`config.mk`:
```
export PLATFORM = sky130hd
export DESIGN_NAME = dmem_arbiter
export DESIGN_NICKNAME = d
export VERILOG_FILES = /design/src/rtl/dmem_arb_pkg.sv /design/src/rtl/dmem_arbiter_rr_pick2.sv /design/src/rtl/dmem_arbiter.sv
export SDC_FILE = /design/constraint.sdc
export NUM_CORES = 1
export LEC_CHECK = 0
export BUFFER_PORTS_ARGS = -buffer_cell sky130_fd_sc_hd__buf_4
export CORE_ASPECT_RATIO = 0.8
export CORE_MARGIN = 2
export CORE_UTILIZATION = 41
export DETAILED_ROUTE_END_ITERATION = 12
export PLACE_DENSITY = 0.77
export REMOVE_ABC_BUFFERS = 1
export SETUP_SLACK_MARGIN = 0.02
export SLEW_MARGIN = 10
export SYNTH_ARGS = -nofsm -noshare
export SYNTH_HDL_FRONTEND = slang
export SYNTH_SLANG_ARGS = --single-unit
```
`constraint.sdc`:
```
create_clock -name clock -period 2.85 [get_ports clock]
set_clock_uncertainty 0.1 [all_clocks]
set_input_delay 0.285 -clock clock [delete_from_list [all_inputs] [get_ports clock]]
set_output_delay 0.285 -clock clock [all_outputs]
set_load 0.1 [all_outputs]
```
`src/rtl/dmem_arb_pkg.sv`:
```
// ============================================================================
// Module   : dmem_arb_pkg
// Purpose  : Shared types and default widths for the data-memory arbiter.
// Revision : 1.0
// ============================================================================
`default_nettype none

package dmem_arb_pkg;

    localparam int unsigned c_ADDR_W = 10;
    localparam int unsigned c_DATA_W = 32;

    typedef enum logic [1:0] {
        IDLE  = 2'd0,
        SERVE = 2'd1,
        DONE  = 2'd2
    } arb_state_t;

    // 0 selects m0, 1 selects m1
    typedef logic port_idx_t;

endpackage

`default_nettype wire

```
`src/rtl/dmem_arbiter_rr_pick2.sv`:
```
// ============================================================================
// Module   : rr_pick2
// Purpose  : Combinational two-way round-robin picker with optional lock owner.
// Revision : 1.0
// ============================================================================
`default_nettype none

module rr_pick2
    import dmem_arb_pkg::*;
(
    input  logic [1:0] req,
    input  port_idx_t  last_gnt,
    input  logic       lock_valid,
    input  port_idx_t  lock_owner,
    output port_idx_t  winner,
    output logic       any
);

    always_comb begin
        any    = |req;
        winner = 1'b0;
        if (lock_valid && req[lock_owner]) begin
            winner = lock_owner;
        end else if (&req) begin
            winner = ~last_gnt;
        end else begin
            // single requester (or none, where the value is unused)
            winner = req[1];
        end
    end

endmodule

`default_nettype wire

```
`src/rtl/dmem_arbiter.sv`:
```
// ============================================================================
// Module   : dmem_arbiter
// Purpose  : Serialises m0/m1 accesses onto a single-port data memory using an
//            IDLE/SERVE/DONE sequencer. Optional lock: DMEM_ARB_LOCK_EN.
// Revision : 1.0
// ============================================================================
`default_nettype none

module dmem_arbiter
    import dmem_arb_pkg::*;
#(
    parameter int ADDR_W = c_ADDR_W,
    parameter int DATA_W = c_DATA_W
) (
    input  logic              clock,
    input  logic              reset,
    input  logic              m0_req,
    input  logic              m0_we,
    input  logic [ADDR_W-1:0] m0_addr,
    input  logic [DATA_W-1:0] m0_wd,
    output logic              m0_ack,
    output logic [DATA_W-1:0] m0_rd,
    input  logic              m1_req,
    input  logic              m1_we,
    input  logic [ADDR_W-1:0] m1_addr,
    input  logic [DATA_W-1:0] m1_wd,
    output logic              m1_ack,
    output logic [DATA_W-1:0] m1_rd,
`ifdef DMEM_ARB_LOCK_EN
    input  logic              m0_lock,
    input  logic              m1_lock,
`endif
    output logic              mem_we,
    output logic [ADDR_W-1:0] mem_addr,
    output logic [DATA_W-1:0] mem_wd,
    input  logic [DATA_W-1:0] mem_rd
);

    arb_state_t        r_state;
    arb_state_t        w_state_nxt;
    port_idx_t         r_gnt;
    port_idx_t         r_last_gnt;
    port_idx_t         w_winner;
    logic              w_any;
    logic              w_lock_valid;
    port_idx_t         w_lock_owner;
    logic [DATA_W-1:0] r_m0_rd;
    logic [DATA_W-1:0] r_m1_rd;
    logic              w_gnt_we;
    logic [ADDR_W-1:0] w_gnt_addr;
    logic [DATA_W-1:0] w_gnt_wd;

    assign w_gnt_we   = r_gnt ? m1_we   : m0_we;
    assign w_gnt_addr = r_gnt ? m1_addr : m0_addr;
    assign w_gnt_wd   = r_gnt ? m1_wd   : m0_wd;

`ifdef DMEM_ARB_LOCK_EN
    logic      r_lock_valid;
    port_idx_t r_lock_owner;

    // Lock is re-evaluated on every completion, so one DONE with lock low releases it.
    always_ff @(posedge clock or posedge reset) begin
        if (reset) begin
            r_lock_valid <= 1'b0;
            r_lock_owner <= 1'b0;
        end else if (r_state == DONE) begin
            r_lock_valid <= r_gnt ? m1_lock : m0_lock;
            r_lock_owner <= r_gnt;
        end
    end

    assign w_lock_valid = r_lock_valid;
    assign w_lock_owner = r_lock_owner;
`else
    assign w_lock_valid = 1'b0;
    assign w_lock_owner = 1'b0;
`endif

    rr_pick2 u_pick (
        .req        ({m1_req, m0_req}),
        .last_gnt   (r_last_gnt),
        .lock_valid (w_lock_valid),
        .lock_owner (w_lock_owner),
        .winner     (w_winner),
        .any        (w_any)
    );

    always_ff @(posedge clock or posedge reset) begin
        if (reset) begin
            r_state <= IDLE;
        end else begin
            r_state <= w_state_nxt;
        end
    end

    always_comb begin
        w_state_nxt = r_state;
        mem_we      = 1'b0;
        mem_addr    = '0;
        mem_wd      = '0;
        case (r_state)
            IDLE: begin
                if (w_any) begin
                    w_state_nxt = SERVE;
                end
            end
            SERVE: begin
                w_state_nxt = DONE;
                mem_we      = w_gnt_we;
                mem_addr    = w_gnt_addr;
                mem_wd      = w_gnt_wd;
            end
            DONE: begin
                w_state_nxt = IDLE;
            end
            default: begin
                w_state_nxt = IDLE;
            end
        endcase
    end

    always_ff @(posedge clock or posedge reset) begin
        if (reset) begin
            r_gnt      <= 1'b0;
            r_last_gnt <= 1'b1;
            r_m0_rd    <= '0;
            r_m1_rd    <= '0;
        end else begin
            if (r_state == IDLE && w_any) begin
                r_gnt <= w_winner;
            end
            if (r_state == SERVE) begin
                r_last_gnt <= r_gnt;
                if (!w_gnt_we) begin
                    if (r_gnt) begin
                        r_m1_rd <= mem_rd;
                    end else begin
                        r_m0_rd <= mem_rd;
                    end
                end
            end
        end
    end

    // Acks come straight from registered state so reset clears them at once.
    assign m0_ack = (r_state == DONE) && (r_gnt == 1'b0);
    assign m1_ack = (r_state == DONE) && (r_gnt == 1'b1);
    assign m0_rd  = r_m0_rd;
    assign m1_rd  = r_m1_rd;

    a_req_held: assert property (@(posedge clock) disable iff (reset)
        (r_state == SERVE) |-> (r_gnt ? m1_req : m0_req));

    a_one_ack: assert property (@(posedge clock) disable iff (reset)
        !(m0_ack && m1_ack));

endmodule

`default_nettype wire

```
==> summary.md, run 1 <==
| Metric | Value |
|---|---|
| Status | `complete, no violations` |
| Post-DRT Antenna Nets | `0` |
| Final wirelength | `9.80 mm` |
| Average size of a mapped cell | `13.1 µm²` |
| Post-Place Worst Slack | `0.827 ns` |
| Final hold vios | `0` |
| Crit end category | `output port` |
| Min-Delay Path Class | `in2reg` |
| Worst-Margin Slew | `0.703 ns` |
| IO Port Bufs | `230` |
| Core Region | `7800 µm²` |
| Num rows | `29` |
| Relative slew slack | `0.530` |
| Clock transition at path regs | `0.08 ns` |
| CP Data Arrival Time | `1.99 ns` |
| Starting density of the core | `0.417` |
| DR WL/cell | `16.6 µm` |
| Gr ovfl total | `0` |
| Hpwl dp | `7.64 mm` |
| Kind of critical path | `reg2out` |
| Die boundary width | `104 µm` |
| First-pass GRT wire length | `15.1 mm` |
| Post-CTS Resized | `0` |
| Layout area overhead | `62.3%` |
| Die Span Y | `83.7 µm` |
| Number of global-route vias before repair | `2,799` |
| GRT Overall Usage | `0.225` |
| Count of cell types in the netlist | `22` |
| DR vias/cell | `4.65` |
| Finished Layout Cells | `592` |
| Type of origin of the critical path | `flop` |
| Final setup margin | `0.477 ns` |
| Yosys top cell area share | `0.515` |
| Fmax | `421 MHz` |
| Worst path slowest cell | `dfrtp_1` |
| Largest stage delay, worst path | `0.46 ns` |
| CP max FO | `35` |
| Cts bufs inserted | `9` |
| Synthesized area | `3250 µm²` |
| Root Driver | `clkbuf_8` |
| Area leader, netlist | `dfrtp_1` |
| RSZ-0062 raised after global routing | `no` |
| Critical-path cell list | `nand2b_1 > buf_12 > nor2_1 > buf_4` |
| Share of cells above drive strength 1 | `0.655` |
| GP Congestion | `0.771` |
| DP Cell Count | `575` |
| Sinks on Clock Net | `68` |
| Clock latency on the worst-skew pair | `0.35 ns` |
| Largest cells by area after synthesis | `dfrtp_1 (52%), mux2_2 (21%), mux2i_1 (13%)` |
| Die area | `8670 µm²` |
| H-tree Lvls | `3` |
| # IOs | `231` |
| Most frequent cells in the layout | `buf_4 (234), dfrtp_1 (66), mux2_2 (60)` |
| Final Max Tran Viols | `0` |
| Vias | `2,753` |
| Initial DRT Pass Iterations | `4` |
| Final Critical Period | `2.37 ns` |
| CTS tree | `yes` |
| # setup viols final | `0` |
| Most common cell after layout, fill and taps aside | `buf_4` |
| Post-synthesis register bit count | `68` |
| Cells after synthesis | `249` |
| Seq/Total Area, Yosys | `0.523` |
| CP Data Required Time | `2.47 ns` |
| Clock Path Buffers | `2` |
| Initial detailed-routing violation count | `50` |
| Setup TNS | `0 ns` |
| Final period util | `0.833` |
| Initial antenna violation count | `0` |
| Top delay family on crit path | `buffers and inverters` |
| Synth warn | `0` |
| Largest net degree at the start of global routing | `40` |
| Max_cap viols | `0` |
| Worst path bufs/invs | `2` |
| Post-layout net count | `601` |
| Residual DRC | `0` |
| Number of antenna cells inserted | `0` |
[stage by stage]
stage / util / hold WS, ns / area, µm²
detailed placement: 0.649 / 0.339 / 5060
floorplan: - / 0.302 / 3130
CTS: 0.677 / 0.0448 / 5280
global placement: 0.649 / 0.337 / 5060
finish: 0.677 / 0.0629 / 5280
global route: 0.677 / 0.0483 / 5280
[worst reg2reg max path: cells and delay by family (launching register included)]
kind | cells | cell delay [ns]
buffers and inverters | 1 | 0.43
muxes | 1 | 0.41
and+or+nand+nor | 1 | 0.30
DFF | 1 | 0.52
[sequential cells by signal (all words and copies together), names as in the netlist]
signal      count
m0_rd          32
m1_rd          32
r_state         2
r_gnt           1
r_last_gnt      1
[cell usage after synthesis (all sizes together)]
library cell and n:
dfstp 1, nor2 44, nor3b 1, mux2i 43, clkbuf 2, and4bb 1, a21boi 1, o21a 1
or3b 1, inv 2, mux2 65, and3b 1, a22o 1, nand2b 1, buf 16, nor4b 1
dfrtp 67
[timing repair]
item                                   4_1_cts  5_1_grt
endpoints found under the hold margin       31        0
buffers inserted                             0        0
hold buffers                                 1        0
[layer usage]
| metal | up-vias | global-route usage | wire, µm |
|---|---|---|---|
| met1 | 1328 | 0.275 | 4010 |
| met2 | 87 | 0.384 | 5130 |
| met4 | 0 | 0.0651 | 178 |
| li1 | 1324 | - | - |
| met3 | 14 | 0.0718 | 481 |
| met5 | - | 0 | 0 |
[final timing paths]
check | start | end | cells after the start | slack (ns)
min reg2reg | m1_rd[6] | m1_rd[6] | 1 | 0.41
max reg2reg | r_gnt | m0_rd[26] | 3 | 0.98
min in group asynchronous | reset | m0_rd[20] | 3 | 0.54
min | m0_req | r_state[0] | 2 | 0.06
max | r_state[1] | mem_wd[26] | 4 | 0.48
max in group asynchronous | reset | m1_rd[18] | 4 | 1.38
[cell type report]
cell class / count / area [µm²]
clock buffers: 11 / 151
clock inverters: 5 / 58.8
fillers: 595 / 2520
inverters: 2 / 7.51
multi-input cells: 161 / 1420
flip-flops and latches: 68 / 1700
well taps: 108 / 135
repair buffers: 237 / 1810
[cells by family after synthesis]
group / Yosys count / share of synthesized area
multiplexers: 108 / 0.357
flip-flops: 68 / 0.523
AND/OR/NAND/NOR: 50 / 0.0715
buffers and inverters: 20 / 0.0408
AO/OA/AOI/OAI: 3 / 0.00731
Power of run 1 is left out: the tool's default activity adds up to more than one toggle a clock period on the data nets, which glitch-free logic cannot reach.
==> run 2: changes to the inputs <==
Clock period 2.85 ns to 2.4 ns, I/O delays scaled along.
==> run 2 against run 1 <==
Compared with the run above: clock-buffer cell count stayed put; global-route usage is 0.16 points higher; critical path depth stayed put.
==> summary.md, run 2 (same netlist as run 1, synthesis figures left out) <==
| Metric | Value |
|---|---|
| Status | `complete, no violations` |
| Die Span Y | `83.7 µm (unchanged)` |
| Initial detailed-routing violation count | `49 (-2.0%)` |
| Gr ovfl total | `0 (unchanged)` |
| Post-layout net count | `602 (+0.17%)` |
| Util after Layout | `0.683 (+0.00626)` |
| Residual DRC | `0 (unchanged)` |
| Largest net degree at the start of global routing | `43 (+7.5%)` |
| Crit end category | `output port` |
| First-pass GRT wire length | `15.2 mm (+0.46%)` |
| DR vias/cell | `4.65 (about the same)` |
| Clock transition at path regs | `0.07 ns (about the same)` |
| Setup TNS | `0 ns (unchanged)` |
| IO Port Bufs | `230 (unchanged)` |
| Initial antenna violation count | `0 (unchanged)` |
| Clock Path Buffers | `2 (unchanged)` |
| Hpwl dp | `7.79 mm (+2.0%)` |
| CTS tree | `yes` |
| Post-Place Worst Slack | `0.649 ns (-0.178 ns)` |
| Most common cell after layout, fill and taps aside | `buf_4` |
| Worst path bufs/invs | `2 (unchanged)` |
| Final hold vios | `0 (unchanged)` |
| Die area | `8670 µm² (unchanged)` |
| H-tree Lvls | `3 (unchanged)` |
| Number of global-route vias before repair | `2,832 (+1.2%)` |
| Area of the multi-input gates | `1420 µm² (unchanged)` |
| Vias | `2,759 (+0.22%)` |
| Final period util | `0.893` |
| Post-DRT Antenna Nets | `0 (unchanged)` |
| Kind of critical path | `reg2out` |
| Top delay family on crit path | `buffers and inverters` |
| Largest stage delay, worst path | `0.55 ns (+0.09 ns)` |
| RSZ-0062 raised after global routing | `no` |
| Min-Delay Path Class | `in2reg` |
| # setup viols final | `0 (unchanged)` |
| Die boundary width | `104 µm (unchanged)` |
| Layout area overhead | `63.8%` |
| Final wirelength | `9.75 mm (-0.47%)` |
| CP max FO | `10 (-71%)` |
| CP Data Required Time | `2.06 ns (-0.41 ns)` |
| Placed cell area | `5090 µm² (+0.64%)` |
| Design area | `5330 µm² (+0.92%)` |
| Starting density of the core | `0.417 (unchanged)` |
| Fillers | `631 (+6.1%)` |
| Final Max Tran Viols | `0 (unchanged)` |
| Type of origin of the critical path | `flop` |
| Critical-path cell list | `buf_4 > mux2i_1 > nor2_1 > buf_4` |
| Number of antenna cells inserted | `0 (unchanged)` |
| CP Data Arrival Time | `1.80 ns (-0.19 ns)` |
| Final setup margin | `0.256 ns (-0.221 ns)` |
| Fmax | `466 MHz` |
| Final Critical Period | `2.14 ns` |
| Clock latency on the worst-skew pair | `0.34 ns (about the same)` |
| DR WL/cell | `16.4 µm (-0.64%)` |
| Setup Fix Bufs, Post-CTS | `0 (unchanged)` |
| Share of cells above drive strength 1 | `0.654 (-0.00135)` |
| Worst-Margin Slew | `0.563 ns (-0.140 ns)` |
| Most frequent cells in the layout | `buf_4 (233), dfrtp_1 (66), mux2_2 (60)` |
| Max_cap viols | `0 (unchanged)` |
| Relative slew slack | `0.624 (+0.0934)` |
| # IOs | `231 (unchanged)` |
| Post-CTS Resized | `0 (unchanged)` |
| Root Driver | `clkbuf_8` |
| Num rows | `29 (unchanged)` |
| GRT Overall Usage | `0.226 (+0.00156)` |
| Cts bufs inserted | `9 (unchanged)` |
| GP Congestion | `0.780 (+1.1%)` |
| Core Region | `7800 µm² (unchanged)` |
| Initial DRT Pass Iterations | `4 (unchanged)` |
| Register area | `1700 µm² (unchanged)` |
| Sinks on Clock Net | `68 (unchanged)` |
| Worst path slowest cell | `dfrtp_2` |
| Most used cell, CP | `buf_4` |
==> run 2: routing by layer <==
layer  global-route usage  share of wire
met4               0.0934          0.034
met5                    0              0
met1                0.269           0.40
met2                0.384           0.51
met3               0.0703          0.050
==> run 2: path summary, 6_finish.rpt <==
check,startpoint,end,slack (ns),cells past startpoint
hold / removal,m0_req,r_state[0],0.02,2
max in group asynchronous,reset,r_last_gnt,1.12,4
setup / recovery,r_gnt,mem_wd[27],0.26,4
setup reg to reg,r_gnt,m0_rd[21],0.67,3
min in group asynchronous,reset,m0_rd[19],0.42,3
hold reg to reg,m1_rd[5],m1_rd[5],0.40,1
==> run 2: metrics by stage <==
stage	hold WS, ns	instances
floorplan	0.257	231
global placement	0.232	576
detailed placement	0.233	576
CTS	0.00148	593
global route	0.00470	593
finish	0.0192	593
==> run 2: layout make-up <==
cell class | count | share of cell area
repair buffers | 238 | 0.345
flip-flops and latches | 68 | 0.320
multi-input cells | 161 | 0.266
clock buffers | 11 | 0.0265
well taps | 108 | 0.0253
clock inverters | 5 | 0.0160
inverters | 2 | 0.00141
==> run 2: what timing repair did <==
item,4_1_cts,5_1_grt
hold endpoints to repair,26,0
hold buffers,1,0
setup endpoints to repair,0,0
==> run 2: worst register-to-register path, cell delays in order (launching register included) <==
cell and delay, ns:
dfrtp_2 0.53, nor4b_4 0.37, buf_12 0.25, mux2_2 0.38
Power of run 2 is left out for the same reason.
